--- config.mk ---
export PLATFORM = sky130hd
export DESIGN_NAME = multicycle_ctrl
export DESIGN_NICKNAME = d
export VERILOG_FILES = /design/src/rtl/multicycle_ctrl.sv
export SDC_FILE = /design/constraint.sdc
export NUM_CORES = 1
export LEC_CHECK = 0
export CORE_MARGIN = 5
export CORE_UTILIZATION = 35
export CTS_BUF_LIST = sky130_fd_sc_hd__clkbuf_16
export DETAILED_ROUTE_END_ITERATION = 16
export GPL_TIMING_DRIVEN = 0
export SLEW_MARGIN = 10
export SYNTH_ARGS = -nofsm -noshare
export SYNTH_HDL_FRONTEND = slang
export SYNTH_SLANG_ARGS = --single-unit
--- constraint.sdc ---
create_clock -name clk -period 2.4 [get_ports clk]
set_input_delay 0.24 -clock clk [delete_from_list [all_inputs] [get_ports clk]]
set_output_delay 0.24 -clock clk [all_outputs]
set_load 0.05 [all_outputs]
--- src/rtl/multicycle_ctrl.sv ---
// Multi-cycle control unit: steps each instruction through FETCH/DECODE/EXEC/MEM/WB,
// drives the datapath strobes, counts retired instructions and flags HALT/illegal opcodes.
module multicycle_ctrl #(
  parameter int CNT_W = 32
) (
  input  logic             clk,
  input  logic             reset,
  input  logic [5:0]       op,
  input  logic             zero,
  input  logic             mem_ready,
  output logic             RegDst,
  output logic             ALUSrc,
  output logic             Mem2Reg,
  output logic             MemRead,
  output logic             MemWrite,
  output logic             RegWrite,
  output logic             PCSrc,
  output logic [4:0]       ALUOp,
  output logic             push,
  output logic             pop,
  output logic             pc_write,
  output logic             halted,
  output logic             illegal,
  output logic [CNT_W-1:0] retired
);

  typedef enum logic [2:0] {S_FETCH, S_DECODE, S_EXEC, S_MEM, S_WB, S_HALT} state_t;

  state_t     state, state_nx;
  logic [5:0] op_q;

  logic is_r, is_i, is_lw, is_sw, is_beq, is_bne, is_call, is_ret, is_halt, is_def;
  assign is_r    = (op_q[5:4] == 2'b00);
  assign is_i    = (op_q[5:4] == 2'b01);
  assign is_lw   = (op_q == 6'h20);
  assign is_sw   = (op_q == 6'h21);
  assign is_beq  = (op_q == 6'h22);
  assign is_bne  = (op_q == 6'h23);
  assign is_call = (op_q == 6'h24);
  assign is_ret  = (op_q == 6'h25);
  assign is_halt = (op_q == 6'h3F);
  assign is_def  = is_r | is_i | is_lw | is_sw | is_beq | is_bne | is_call | is_ret | is_halt;

  // ALU controls that must stay stable from EXEC until the instruction retires
  logic [4:0] alu_op_d;
  logic       alu_src_d;
  assign alu_op_d  = (is_r | is_i) ? {1'b0, op_q[3:0]} : ((is_beq | is_bne) ? 5'd1 : 5'd0);
  assign alu_src_d = is_i | is_lw | is_sw;

  logic pc_wr_c, push_c, pop_c;

  always_comb begin
    state_nx = state;
    RegDst   = 1'b0;
    ALUSrc   = 1'b0;
    Mem2Reg  = 1'b0;
    MemRead  = 1'b0;
    MemWrite = 1'b0;
    RegWrite = 1'b0;
    PCSrc    = 1'b0;
    ALUOp    = 5'd0;
    push_c   = 1'b0;
    pop_c    = 1'b0;
    pc_wr_c  = 1'b0;
    illegal  = 1'b0;
    case (state)
      S_FETCH:  state_nx = S_DECODE;
      S_DECODE: begin
        illegal  = ~is_def;
        state_nx = S_EXEC;
      end
      S_EXEC: begin
        ALUOp  = alu_op_d;
        ALUSrc = alu_src_d;
        RegDst = is_r;
        if (is_r | is_i)          state_nx = S_WB;
        else if (is_lw | is_sw)   state_nx = S_MEM;
        else if (is_halt)         state_nx = S_HALT;
        else begin
          // branch / call / ret / nop all retire here
          PCSrc    = (is_beq & zero) | (is_bne & ~zero) | is_call;
          push_c   = is_call;
          pop_c    = is_ret;
          pc_wr_c  = 1'b1;
          state_nx = S_FETCH;
        end
      end
      S_MEM: begin
        ALUOp    = alu_op_d;
        ALUSrc   = alu_src_d;
        MemRead  = is_lw;
        MemWrite = is_sw;
        if (mem_ready) begin
          if (is_lw) state_nx = S_WB;
          else begin
            pc_wr_c  = 1'b1;
            state_nx = S_FETCH;
          end
        end
      end
      S_WB: begin
        ALUOp    = alu_op_d;
        ALUSrc   = alu_src_d;
        RegDst   = is_r;
        Mem2Reg  = is_lw;
        RegWrite = 1'b1;
        pc_wr_c  = 1'b1;
        state_nx = S_FETCH;
      end
      default: state_nx = S_HALT;
    endcase
  end

  // a reset landing on the final cycle aborts the instruction: no PC/stack update
  assign pc_write = pc_wr_c & ~reset;
  assign push     = push_c & ~reset;
  assign pop      = pop_c & ~reset;
  assign halted   = (state == S_HALT);

  always_ff @(posedge clk) begin
    if (reset) begin
      state   <= S_FETCH;
      op_q    <= 6'd0;
      retired <= '0;
    end else begin
      state <= state_nx;
      if (state == S_FETCH) op_q <= op;
      if (pc_write) retired <= retired + CNT_W'(1);
    end
  end

endmodule

Word level (Yosys, flattened, before mapping)

Cells that the tools add are included.

Flip-flop bits (word level): 41
Bits of input ports: 10
Output and inout bits: 49
Logic and storage cells: 78

Add/sub/neg operators: 1
Equality and inequality tests: 14
Mux-type cells: 34
Bitwise logic cells: 22
Reductions and logical operators: 4

Operators by type and width:

| cell                                                | number |
|---|---|
| equality test 6 bit, second input constant          | 7 |
| adder 32 x 1 -> 32 bit, second input constant       | 1 |
| two-way mux 1 bit                                   | 25 |
| two-way mux 3 bit                                   | 5 |
| case mux 3 bit (5 select lines)                     | 1 |
| bitwise OR 1 bit                                    | 14 |
| two-way mux 4 bit                                   | 2 |
| equality test 3 x 2 -> 1 bit, second input constant | 2 |
| equality test 3 bit, second input constant          | 2 |
| bitwise AND 1 bit                                   | 5 |
| equality test 3 x 1 -> 1 bit, second input constant | 1 |
| zero test 3 bit                                     | 1 |
| NOT 1 bit                                           | 3 |
| case mux 1 bit (3 select lines)                     | 1 |
| OR reduction 3 bit                                  | 1 |
| equality test 2 x 1 -> 1 bit, second input constant | 1 |
| zero test 2 bit                                     | 1 |
| inequality test 2 bit, second input constant        | 1 |
| OR reduction 2 bit                                  | 1 |

Depth between registers and ports, before layout

Gate-level depths: netlist of the first run.

Word-level depth: 11
Gate-level depth with buffers: 9
Mapped depth without buffers: 6

Worst setup path after synthesis of the first run

No wires, ideal clock.

Kind: register -> output
From: register state[2]
To: output port pop
Arrival: 2.545 ns
Required time: 2.160 ns
Slack: -0.385 ns
Stages on the path, launching flop included: 6
Buffers on the path: 1
Cell sequence: dfxtp_1 -> clkbuf_1 -> nand2b_1 -> nor2_1 -> nand2_1 -> nor4b_1

Word-level cells in the longest chain between the ends: 3

RTL lines:

| element                      | line | source |
|---|---|---|
| start, declared              | 29   | `state_t state, state_nx;` |
| start signal, assigned       | 126  | `state <= state_nx;` |
| equality test 3 x 2 -> 1 bit | 66   | `case (state)` |
| two-way mux 1 bit            | 66   |  |
| bitwise AND 1 bit            | 117  | `assign pop = pop_c & ~reset;` |
| end, declared                | 20   | `output logic pop,` |

Every way passes these cells.

Worst setup path after layout of the first run

From: register state[2]
To: output port pc_write

Word-level cells in the longest chain between the ends: 3
Elaborated cells between the ends (all ways): 5
Classes of those cells: 3 x eq/ne; 1 x mux; 1 x bitwise

RTL lines:

| element                                                             | line | source |
|---|---|---|
| equality test 3 bit or equality test 3 x 2 -> 1 bit (tied branches) | 66   |  |
| case mux 1 bit (3 select lines) *                                   | 66   |  |
| bitwise AND 1 bit *                                                 | 115  | `assign pc_write = pc_wr_c & ~reset;` |
| end, declared                                                       | 21   | `output logic pc_write,` |

Mark *: on every way between the ends. The rest lies on a longest branch, timed or not.

==> reports/qor.txt, run 1 <==
=====================================================================================
Antenna violations before repair                                                    0
Count of TritonRoute iterations in the first routing pass                           4
Num CTS Buffers                                                                     5
Vias                                                                             2476
Achievable frequency                                                          432 MHz
Final-report max-slew violation count                                               0
Critical Path Sink Type                                                  primary output
Flop2flop setup slack                                                          110 ps
Final routed wirelength across all metal layers                               6570 µm
Required time of the critical path                                            2160 ps
Total Die Area                                                            0.00820 mm²
Post-route DRC                                                                      0
Average cell area after synthesis                                            7.89 µm²
Max capacitance violation total                                                     0
Mapped Nets                                                                       299
Element type at the critical path start                                          flop
GRT Util Overall                                                                15.4%
Depth of the worst hold-timing path                                                 2
Post-synthesis sequential area ratio                                            36.1%
Yosys warning total                                                                 0
Worst setup path class                                                     reg -> out
Diode insertion count for antenna repair                                            0
Critical Path Fanout Max                                                           10
Number of global-route vias before repair                                        2216
Highest ir drop seen on vdd                                                  0.319 mV
Data arrival at the endpoint of the critical path                             2070 ps
Launch point of the worst reg-to-reg path                                  retired[7]
Synth top area cells                                                     sky130_fd_sc_hd__dfxtp_1 36%, sky130_fd_sc_hd__a21oi_1 7.9%, sky130_fd_sc_hd__or4_1 7.6%
Synth cell types                                                                   42
Total placed cells including tap cells                                            421
Relative contribution of combinational cells to total power                     15.5%
Std-Cell Core Area                                                        0.00635 mm²
Chip Height                                                                   90.6 µm
Number of buffers and inverters on the critical path                                4
Insertion delay of the later-clocked pin in the worst-skew pair                280 ps
Register share of total power                                                   41.9%
Final weighted congestion in routability-driven placement                       0.851
Number of nets with antenna violations after routing                                0
P_sw                                                                           465 µW
Setup-failing EPs final                                                             0
Cell type with the highest aggregate area in the netlist                 sky130_fd_sc_hd__dfxtp_1
Terminating pin of the worst hold path                                    retired[10]
Gate Count Post-Synth                                                             288
Global-route wire length before repair                                       10800 µm
CTS root buffer                                                          sky130_fd_sc_hd__clkbuf_16
Cell area after technology mapping                                        0.00227 mm²
Clock tree sinks                                                                   41
Final count of hold timing violations                                               0
Launch instance of the worst min-delay path                               retired[10]
Area Growth Syn to Fin                                                          39.3%
Internal                                                                      1280 µW
Count of routing violations after the opening detailed-route iteration            113
Leakage power of the design                                                0.00102 µW
Final #Nets                                                                       360
Unrepaired setup endpoints after global routing                                    no
Number of core rows                                                                29
Kind of cell with the highest combined delay on the critical path        buffers and inverters
Critical path depth                                                                 8
Pin count of the biggest net entering global routing                               13
IO Pins                                                                            59
Most instantiated flip-flop cell in the synthesis netlist                sky130_fd_sc_hd__dfxtp_1
Maximum buffer depth of the clock tree                                              2
Outcome                                                                  complete, no violations
Fraction of power spent switching nets                                          26.7%
Count of flip-flops with a built-in enable after synthesis                          0
CTS tree                                                                        built
Share of the synthesized area in the top cell type                              36.1%
Standard cell area after detailed placement                               0.00297 mm²
Final Non-Filler Cells                                                            427
Fraction of final layout cells with drive strength greater than 1               12.6%
Clock tree skew after final layout                                            7.56 ps
Hold Buf Count CTS                                                                  0
Shortest clock period the worst path allows after layout                      2310 ps
Total of flip-flops plus latches after synthesis                                   41
Level count of the clock H-tree                                                     2
Final standard cell area without fillers                                  0.00317 mm²
Critical Path Slowest Stage Cell                                         sky130_fd_sc_hd__or3b_4
Horiz. Die Dim                                                                90.6 µm
Number of cells traversed by the worst register-to-register path                    7
Most frequent cell on the critical path                                  sky130_fd_sc_hd__buf_4
Count of port buffers added during placement                                       56
Proportion of synthesized flip-flops having asynchronous set or reset              0%
Worst stage delay on the critical path                                         430 ps
Initial Utilization                                                             35.8%
Clock Power Share                                                               42.5%
Grt total ovfl                                                                      0
Hold WC Path Type                                                          reg -> reg
Sum of net half-perimeters after detailed placement                           4730 µm
Total power divided by cell area                                           551 mW/mm²
DR vias/cell                                                                     5.80
CP Cell Sequence                                                         or3b_4 -> inv_2 -> a41o_1 -> a31oi_2 -> buf_4 -> buf_4 -> nor2_2 -> buf_4
Average wire per cell in the routed design                                    15.4 µm
Rel. slew slack                                                                 26.3%
Slew at the pin closest to its max-slew limit                                 1100 ps
Terminus of the critical flop-to-flop path                                retired[27]
Clk slew on worst S/H paths                                                     60 ps
Fin crit share                                                                  96.5%
=====================================================================================
layout make-up:
type | instances | area [µm²]
buffer | 21 | 105
clock buffer | 5 | 125
clock inverter | 3 | 37.5
fill | 602 | 3180
inverter | 6 | 22.5
multi-input combinational | 218 | 1390
sequential | 41 | 836
tap | 77 | 96.3
timing repair buffer | 56 | 551
synth_stat cells, types with 3 or more instances:
cell type                  number
sky130_fd_sc_hd__xor2_1         3
sky130_fd_sc_hd__mux2i_1        7
sky130_fd_sc_hd__nor2_1        18
sky130_fd_sc_hd__clkbuf_1      16
sky130_fd_sc_hd__nor3_1         5
sky130_fd_sc_hd__buf_2          4
sky130_fd_sc_hd__a211oi_1       3
sky130_fd_sc_hd__nand2_1       20
sky130_fd_sc_hd__o31ai_1       22
sky130_fd_sc_hd__nand3_1       16
sky130_fd_sc_hd__nor3b_1        3
sky130_fd_sc_hd__and3_1         3
sky130_fd_sc_hd__inv_1          5
sky130_fd_sc_hd__nand4_1        9
sky130_fd_sc_hd__o21ai_0       10
sky130_fd_sc_hd__a21oi_1       36
sky130_fd_sc_hd__dfxtp_1       41
sky130_fd_sc_hd__or3_1          9
sky130_fd_sc_hd__and4_1         3
sky130_fd_sc_hd__or4_1         23
sky130_fd_sc_hd__nand2b_1       7
worst min-delay path, cell delays in order (launching register included):
cell                      delay [ps]
sky130_fd_sc_hd__dfxtp_2         330
sky130_fd_sc_hd__o31ai_1          60
sky130_fd_sc_hd__a21oi_1          50
flip-flops by register name, indices dropped and copies added, names as in the netlist:
| signal | count |
|---|---|
| op_q | 6 |
| state | 3 |
| retired | 32 |
what timing repair did:
item,in CTS,in global routing
setup endpoints to repair,35,30
resized for setup,35,14
setup buffers,0,0
hold endpoints to repair,0,0
cells by family after synthesis:
group | after synthesis | share of synthesized area, %
simple gates | 129 | 32.8
xor+xnor | 4 | 1.54
flops | 41 | 36.1
buf+inv | 29 | 5.51
other cells | 1 | 0.165
fa+ha+maj | 1 | 0.551
compound gates | 76 | 20.3
mux | 7 | 3.08
cell usage in the layout (no fill, tap or decap), types with 2 or more instances in the layout:
| cell | instances |
|---|---|
| sky130_fd_sc_hd__clkdlybuf4s50_1 | 42 |
| sky130_fd_sc_hd__buf_4 | 4 |
| sky130_fd_sc_hd__nand2_1 | 20 |
| sky130_fd_sc_hd__clkbuf_1 | 10 |
| sky130_fd_sc_hd__and3_1 | 3 |
| sky130_fd_sc_hd__a211oi_1 | 3 |
| sky130_fd_sc_hd__buf_2 | 3 |
| sky130_fd_sc_hd__nor2b_1 | 2 |
| sky130_fd_sc_hd__nor4b_2 | 2 |
| sky130_fd_sc_hd__or3_1 | 9 |
| sky130_fd_sc_hd__nor3b_1 | 3 |
| sky130_fd_sc_hd__dfxtp_2 | 9 |
| sky130_fd_sc_hd__a21oi_1 | 36 |
| sky130_fd_sc_hd__dlygate4sd2_1 | 9 |
| sky130_fd_sc_hd__clkbuf_2 | 3 |
| sky130_fd_sc_hd__mux2i_1 | 7 |
| sky130_fd_sc_hd__nor2_1 | 16 |
| sky130_fd_sc_hd__dfxtp_1 | 31 |
| sky130_fd_sc_hd__inv_1 | 6 |
| sky130_fd_sc_hd__or4_1 | 23 |
| sky130_fd_sc_hd__and4_1 | 3 |
| sky130_fd_sc_hd__clkdlybuf4s15_2 | 3 |
| sky130_fd_sc_hd__nand2b_1 | 7 |
| sky130_fd_sc_hd__clkbuf_16 | 5 |
| sky130_fd_sc_hd__xor2_1 | 3 |
| sky130_fd_sc_hd__nor4_2 | 2 |
| sky130_fd_sc_hd__nand3_1 | 15 |
| sky130_fd_sc_hd__o31ai_1 | 22 |
| sky130_fd_sc_hd__and2_1 | 2 |
| sky130_fd_sc_hd__nand4_1 | 9 |
| sky130_fd_sc_hd__o21ai_0 | 10 |
| sky130_fd_sc_hd__nor3_1 | 5 |
stage by stage:
stage                     setup TNS, ps  utilization, %  hold WS, ps  setup slack [ps]  total power (µW)
after detailed placement          -3090            46.7          475              -580              1010
after floorplan                    -469               -          387              -156               923
after CTS                         -97.8            49.4          464             -97.8              1750
final                                 0            49.9          482              85.0              1750
after global routing                  0            49.9          510              5.34              1820
after global placement            -3600            46.7          472              -606              1000
worst max-delay path by stage:
stage	start	end	slack (ps)
4_1_cts	op_q[4]	pc_write	-100
5_1_grt	state[2]	pc_write	5
3_3_place_gp	op_q[4]	pc_write	-610
2_1_floorplan	state[2]	ALUOp[1]	-160
3_5_place_dp	state[2]	pc_write	-580
6_report	state[2]	pc_write	90
metal layers:
| metal | GRT usage [%] | vias to the layer above | wire, µm |
|---|---|---|---|
| met4 | 2.61 | 0 | 75 |
| met1 | 21.9 | 1172 | 3230 |
| met5 | 0 | - | 0 |
| met2 | 23.9 | 80 | 2860 |
| li1 | - | 1218 | - |
| met3 | 3.83 | 6 | 409 |
power groups by stage:
stage	sequential (µW)	clock (µW)	combinational [µW]
3_3_place_gp	737	0	267
2_1_floorplan	737	0	186
4_1_cts	724	756	269
5_1_grt	736	789	292
3_5_place_dp	736	0	269
6_report	732	742	271
(Power assumes the default switching activity.)
==> run 2, diff against run 1 <==
==> constraint.sdc (replaced) <==
create_clock -name clk -period 2.4 [get_ports clk]
set_input_delay 0.24 -clock clk [delete_from_list [all_inputs] [get_ports clk]]
set_output_delay 0.24 -clock clk [all_outputs]
set_load 0.02 [all_outputs]
==> run 2 against run 1 <==
  * Design area fell by 1.1%
  * Register-to-register slack barely moved
  * Global-route usage fell by 0.23 points
  * Utilization fell by 0.53 points
  * Clock skew fell by 4.6 ps
  * Critical path depth did not move
  * Cell count rose by 0.23%
  * Clock power fell by 16%
  * Sequential cell count did not move
  * Worst setup slack got worse by 41 ps
  * Worst hold slack got worse by 45 ps
  * Critical endpoint unchanged
  * Highest routed layer unchanged
==> reports/qor.txt, run 2 (synthesis gave the netlist of run 1 again) <==
=====================================================================================
CTS root buffer                                                          sky130_fd_sc_hd__clkbuf_16
Leakage power of the design                                                0.00103 µW   +0.73%
Worst setup path class                                                     reg -> out
Horiz. Die Dim                                                                90.6 µm   unchanged
Hold Buf Count CTS                                                                  0   unchanged
Flop2flop setup slack                                                          120 ps   about the same
Count of TritonRoute iterations in the first routing pass                           4   unchanged
Antenna violations before repair                                                    0   unchanged
Pin count of the biggest net entering global routing                               12   -1
Launch instance of the worst min-delay path                                     reset
Clock tree sinks                                                                   41   unchanged
Data arrival at the endpoint of the critical path                             2120 ps   +50 ps
Global-route wire length before repair                                       10600 µm   -2.0%
Post-CTS Setup Inserts                                                              0   unchanged
Achievable frequency                                                          425 MHz   -1.7%
Element type at the critical path start                                          flop
Multi-input gate area                                                     0.00137 mm²   -2.0%
DR vias/cell                                                                     5.71   -1.5%
Hold WC Path Type                                                           in -> reg
Level count of the clock H-tree                                                     2   unchanged
Setup-failing EPs final                                                             0   unchanged
CTS tree                                                                        built
Diode insertion count for antenna repair                                            0   unchanged
Number of global-route vias before repair                                        2170   -2.1%
Most common cell after layout, fill and taps aside                       sky130_fd_sc_hd__clkdlybuf4s50_1
Outcome                                                                  complete, no violations
Shortest clock period the worst path allows after layout                      2360 ps   +40.5 ps
Largest register FFs                                                               32   unchanged
Vias                                                                             2445   -1.3%
Total power divided by cell area                                           509 mW/mm²   -7.6%
Maximum buffer depth of the clock tree                                              2   unchanged
Total Die Area                                                            0.00820 mm²   unchanged
Overall power                                                                 1600 µW   -8.6%
Depth of the worst hold-timing path                                                 2   unchanged
Grt total ovfl                                                                      0   unchanged
Average wire per cell in the routed design                                    15.3 µm   -0.78%
Standard cell area after detailed placement                               0.00293 mm²   -1.3%
Initial Utilization                                                             35.8%   unchanged
Insertion delay of the later-clocked pin in the worst-skew pair                280 ps   about the same
Rel. slew slack                                                                 29.7%   +3.4 points
GRT Util Overall                                                                15.2%   -0.23 points
Final routed wirelength across all metal layers                               6540 µm   -0.55%
Worst setup slack after layout                                                44.5 ps   -40.5 ps
# fillers                                                                         618   +2.7%
Register with the highest flop count                                          retired
Number of nets with antenna violations after routing                                0   unchanged
Slew at the pin closest to its max-slew limit                                 1050 ps   -50.1 ps
Area Growth Syn to Fin                                                          37.8%
Count of port buffers added during placement                                       56   unchanged
Registers with the most flip-flops                                       retired (32), op_q (6), state (3)
Final Non-Filler Cells                                                            428   +0.23%
Unrepaired setup endpoints after global routing                                   yes
Clock tree skew after final layout                                            2.94 ps   -4.62 ps
IO Pins                                                                            59   unchanged
Post-route DRC                                                                      0   unchanged
Finished Core Util                                                              49.3%   -0.53 points
Max capacitance violation total                                                     0   unchanged
Highest ir drop seen on vdd                                                  0.414 mV   +30%
Fraction of final layout cells with drive strength greater than 1               9.97%   -2.6 points
Final weighted congestion in routability-driven placement                       0.861   +1.2%
Std-Cell Core Area                                                        0.00635 mm²   unchanged
Placement-stage worst setup slack                                             -441 ps   +139 ps
Terminating pin of the worst hold path                                       state[0]
Highest-count cells in the layout ignoring fill and taps                 50 x sky130_fd_sc_hd__clkdlybuf4s50_1, 36 x sky130_fd_sc_hd__a21oi_1, 32 x sky130_fd_sc_hd__dfxtp_1, 23 x sky130_fd_sc_hd__or4_1, 22 x sky130_fd_sc_hd__o31ai_1
Critical Path Sink Type                                                  primary output
Final count of hold timing violations                                               0   unchanged
Fin crit share                                                                  98.1%   +1.7 points
Required time of the critical path                                            2160 ps   about the same
Clk slew on worst S/H paths                                                     60 ps   about the same
Final-report max-slew violation count                                               0   unchanged
Final standard cell area without fillers                                  0.00313 mm²   -1.1%
Chip Height                                                                   90.6 µm   unchanged
CTS-repair resized insts                                                           18   -49%
Critical Path Fanout Max                                                           10   unchanged
Terminus of the critical flop-to-flop path                                retired[26]
Count of routing violations after the opening detailed-route iteration            119   +5.3%
Seq. cell area                                                                835 µm²   -0.15%
Num CTS Buffers                                                                     5   unchanged
Final #Nets                                                                       361   +0.28%
Launch point of the worst reg-to-reg path                                  retired[9]
Number of core rows                                                                29   unchanged
Sum of net half-perimeters after detailed placement                           4700 µm   -0.66%
Number of cells traversed by the worst register-to-register path                    7   unchanged
Total placed cells including tap cells                                            421   unchanged
=====================================================================================
## run 2: how the worst max path moves through the flow
stage                           from           to  slack, ps  cells after the start
final                       state[2]     pc_write         40                      8
after floorplan           retired[2]  retired[26]         60                      7
after detailed placement     op_q[4]     pc_write       -440                      8
after CTS                    op_q[4]     pc_write         -9                      8
after global routing        state[2]     pc_write        -50                      8
after global placement       op_q[4]     pc_write       -480                      8
## run 2: worst max-delay path: stages, from the launching register on
cell and delay, ps:
sky130_fd_sc_hd__dfxtp_4 390, sky130_fd_sc_hd__or3b_4 420, sky130_fd_sc_hd__inv_2 90, sky130_fd_sc_hd__a41o_1 160, sky130_fd_sc_hd__a31oi_2 70, sky130_fd_sc_hd__buf_6 160, sky130_fd_sc_hd__buf_4 180, sky130_fd_sc_hd__nor2_1 90
sky130_fd_sc_hd__clkdlybuf4s15_2 270
## run 2: area by class of cell
class                   instances  share of cell area (%)
multi-input cells             218                    43.6
repair buffers                 56                    18.0
plain buffers                  22                    3.64
clock inverters                 3                   0.360
flip-flops and latches         41                    26.6
inverters                       6                   0.719
well taps                      77                    3.08
clock buffers                   5                    4.00
## run 2: metrics by stage
step	hold WS, ps	TNS [ps]
CTS	451	-9.09
finish	438	0
global placement	480	-3360
detailed placement	495	-3310
global route	486	-45.5
floorplan	387	0
## run 2: metal layers
metal  vias up  part of all wire (%)  global-route usage [%]
li1       1213                     -                       -
met3         8                   5.9                    3.00
met1      1144                    48                    22.2
met2        80                    45                    22.5
met5         -                     0                       0
met4         0                   1.4                    4.34
## run 2: report_power, final
part	leakage (µW)	internal (µW)	switching [µW]
logic	0.000611	99.5	148
clock network	0.0000776	374	247
registers	0.000337	701	26.0
==> variant, RTL diff (settings of run 1) <==
Register the output `retired` once more, with the module's reset; this adds one clock of latency there. The other outputs are not delayed to match.
--- a/src/rtl/multicycle_ctrl.sv
+++ b/src/rtl/multicycle_ctrl.sv
@@ -25,6 +25,8 @@
 );
 
   typedef enum logic [2:0] {S_FETCH, S_DECODE, S_EXEC, S_MEM, S_WB, S_HALT} state_t;
+
+  logic [CNT_W-1:0] retired_s0;
 
   state_t     state, state_nx;
   logic [5:0] op_q;
@@ -121,11 +123,19 @@
     if (reset) begin
       state   <= S_FETCH;
       op_q    <= 6'd0;
-      retired <= '0;
+      retired_s0 <= '0;
     end else begin
       state <= state_nx;
       if (state == S_FETCH) op_q <= op;
-      if (pc_write) retired <= retired + CNT_W'(1);
+      if (pc_write) retired_s0 <= retired_s0 + CNT_W'(1);
+    end
+  end
+
+  always_ff @(posedge clk) begin
+    if (reset) begin
+      retired <= '0;
+    end else begin
+      retired <= retired_s0;
     end
   end
 
Formal check against the unedited RTL: not equivalent (Yosys sat finds a counterexample within 4 cycles, from zero or initial values and one cycle with reset high).
==> variant against run 1 <==
  * Fmax up 1.4%
  * Cell area up 33%
  * Area after synthesis up 37%
  * Critical path depth unchanged
  * Critical endpoint unchanged
  * Routed wire length up 15%
  * Highest routed layer unchanged
  * Power up 78%
  * Sequential cell count up 32
  * Worst setup slack better by 0.031 ns
==> variant: results (changes against run 1) <==
vias_per_cell: 5.09  # -12%
whs_ns: 0.458  # -0.0247 ns
grt_max_degree: 14  # +1
reg_top3: "retired: 32 flops, retired_s0: 32 flops, op_q: 6 flops"
grt_pass1_wl_um: 13000  # +20%
irDropWorstVdd_v: 0.000386  # +21%
r2r-start: "retired_s0[0]$_SDFFE_PP0P_"
hp-start: "retired_s0[30]$_SDFFE_PP0P_"
finalNetCount: 432  # +20%
dp.final_hpwl_um: 5430  # +15%
reg2reg_slack_ns: 0.21  # +0.10 ns
drive_gt1_share_pct: 14.6  # +2.0 points
htree_levels: 3  # +1
placed_cells: 514  # +22%
ys_seq_area_share_pct: 46.8  # +11 points
worstRegToRegCells: 6  # -1
hold_path_end: "retired[30]$_SDFF_PP0_"
gp_congestion: 0.843  # -0.95%
synth_compound_area_share_pct: 9.58  # -11 points
clk_latency_ns: 0.33  # +0.05 ns
clock-root-buffer: "clkbuf_16"
drt_first_pass_iters: 5  # +1
status: "finished clean"
ant_nets: 0  # unchanged
fin_skew_ns: 0.00821  # +0.000655 ns
leakage_nw: 1.54  # +52%
drt_iter0_drc: 186  # +65%
antenna_found_initial: 0  # unchanged
portBuffers: 57  # +1.8%
synthXorXnorAreaFrac_pct: 0.281  # -1.3 points
num-fill-cells: 836  # +39%
reg2reg_to: "retired_s0[26]$_SDFFE_PP0P_"
vias: 2720  # +9.9%
pre_cts_slack_ns: -0.838  # -0.258 ns
synthMuxAreaShare_pct: 6.29  # +3.2 points
synth.distinct_cells: 43  # +2.4%
cp_max_fo: 10  # unchanged
critPathTopFamily: "simple AND/OR/NAND/NOR gates"
syn_nets: 360  # +20%
cts_buffers: 9  # +4
netlist_instances: 349  # +21%
synthTopCellsByArea: "dfxtp_1 (47%), nor2b_1 (6.2%), nor2_1 (4.8%)"
cpPeakStageDelay_ns: 0.31  # -0.12 ns
crit_slowest_cell: "nor4_4"
grt_usage_pct: 14.4  # -1.0 points
yosys_warnings: 0  # unchanged
ys_top_cells_by_count: "dfxtp_1 (73), nor2_1 (40), nor2b_1 (31)"
num_antenna_cells: 0  # unchanged
worst_slew_pin_slew_ns: 0.632  # -0.465 ns
synthAdderAreaFrac_pct: 0.401  # -0.15 points
wl_per_cell_um: 14.2  # -8.0%
clkTransAtPathRegs_ns: 0.06  # about the same
## variant: cell count changes after synthesis, moves of 5 or more
| cell | change |
|---|---|
| dfxtp_1 | +32 |
| o31ai_1 | -11 |
| clkbuf_1 | -6 |
| nor2b_1 | +29 |
| nor3_1 | +9 |
| buf_4 | +5 |
| a21oi_1 | -12 |
| nor2_1 | +22 |
| and2_1 | +5 |
| mux2_2 | +13 |
| or4_1 | -11 |
## variant: routing by layer
metal	vias up	GRT usage (%)	part of all wire, %
li1	1381	-	-
met1	1281	19.0	47
met2	53	22.6	47
met3	5	4.47	4.4
met4	0	3.98	0.98
met5	-	0	0
## variant: cell families after synthesis
logic type | Yosys count
other | 1
xor gates and xnor gates | 1
AOI/OAI and AO/OA | 49
and+or+nand+nor | 179
adders and majority gates | 1
DFF | 73
muxes | 18
buffers and inverters | 27
## variant: timing repair
| action | 4_1_cts | 5_1_grt |
|---|---|---|
| pin swaps | 1 | 2 |
| endpoints found under the setup margin | 13 | 10 |
| gates resized for setup | 30 | 21 |
| buffers inserted | 0 | 5 |
## variant: how the worst max path moves through the flow
stage	startpoint	endpoint	slack (ns)	cells after the start
final	op_q[2]$_SDFFE_PP0P_	pc_write	0.12	8
after global routing	op_q[2]$_SDFFE_PP0P_	pc_write	0.001	8
after CTS	state[1]$_SDFFE_PP0P_	RegDst	0.0006	4
after detailed placement	reset	pc_write	-0.84	6
after global placement	reset	pc_write	-0.82	6
after floorplan	state[1]$_SDFFE_PP0P_	RegDst	0.04	3
## variant: through the flow
step	cell area, sq um	setup TNS (ns)
2_1_floorplan	3130	0
3_3_place_gp	3830	-0.931
3_5_place_dp	3830	-1.01
4_1_cts	4200	0
5_1_grt	4200	0
6_report	4200	0
## variant: power by group
part / leakage (nW) / switching, mW / internal, mW
registers: 0.590 / 0.0281 / 1.23
logic: 0.790 / 0.192 / 0.133
clock network: 0.163 / 0.499 / 1.01
## variant: final cells by class
| class | count | area [sq um] | share of cell area (%) |
|---|---|---|---|
| multi-input cells | 249 | 1550 | 36.8 |
| clock buffers | 9 | 225 | 5.36 |
| well taps | 108 | 135 | 3.22 |
| plain buffers | 19 | 123 | 2.92 |
| inverters | 7 | 26.3 | 0.625 |
| repair buffers | 62 | 567 | 13.5 |
| flip-flops and latches | 73 | 1460 | 34.8 |
| clock inverters | 7 | 119 | 2.83 |
## variant: worst register-to-register path, delay by kind of cell (launching register included)
family	cells	cell delay, ns
fa+ha+maj	1	0.20
simple gates	3	0.76
buf+inv	1	0.36
flops	1	0.40
mux	1	0.36
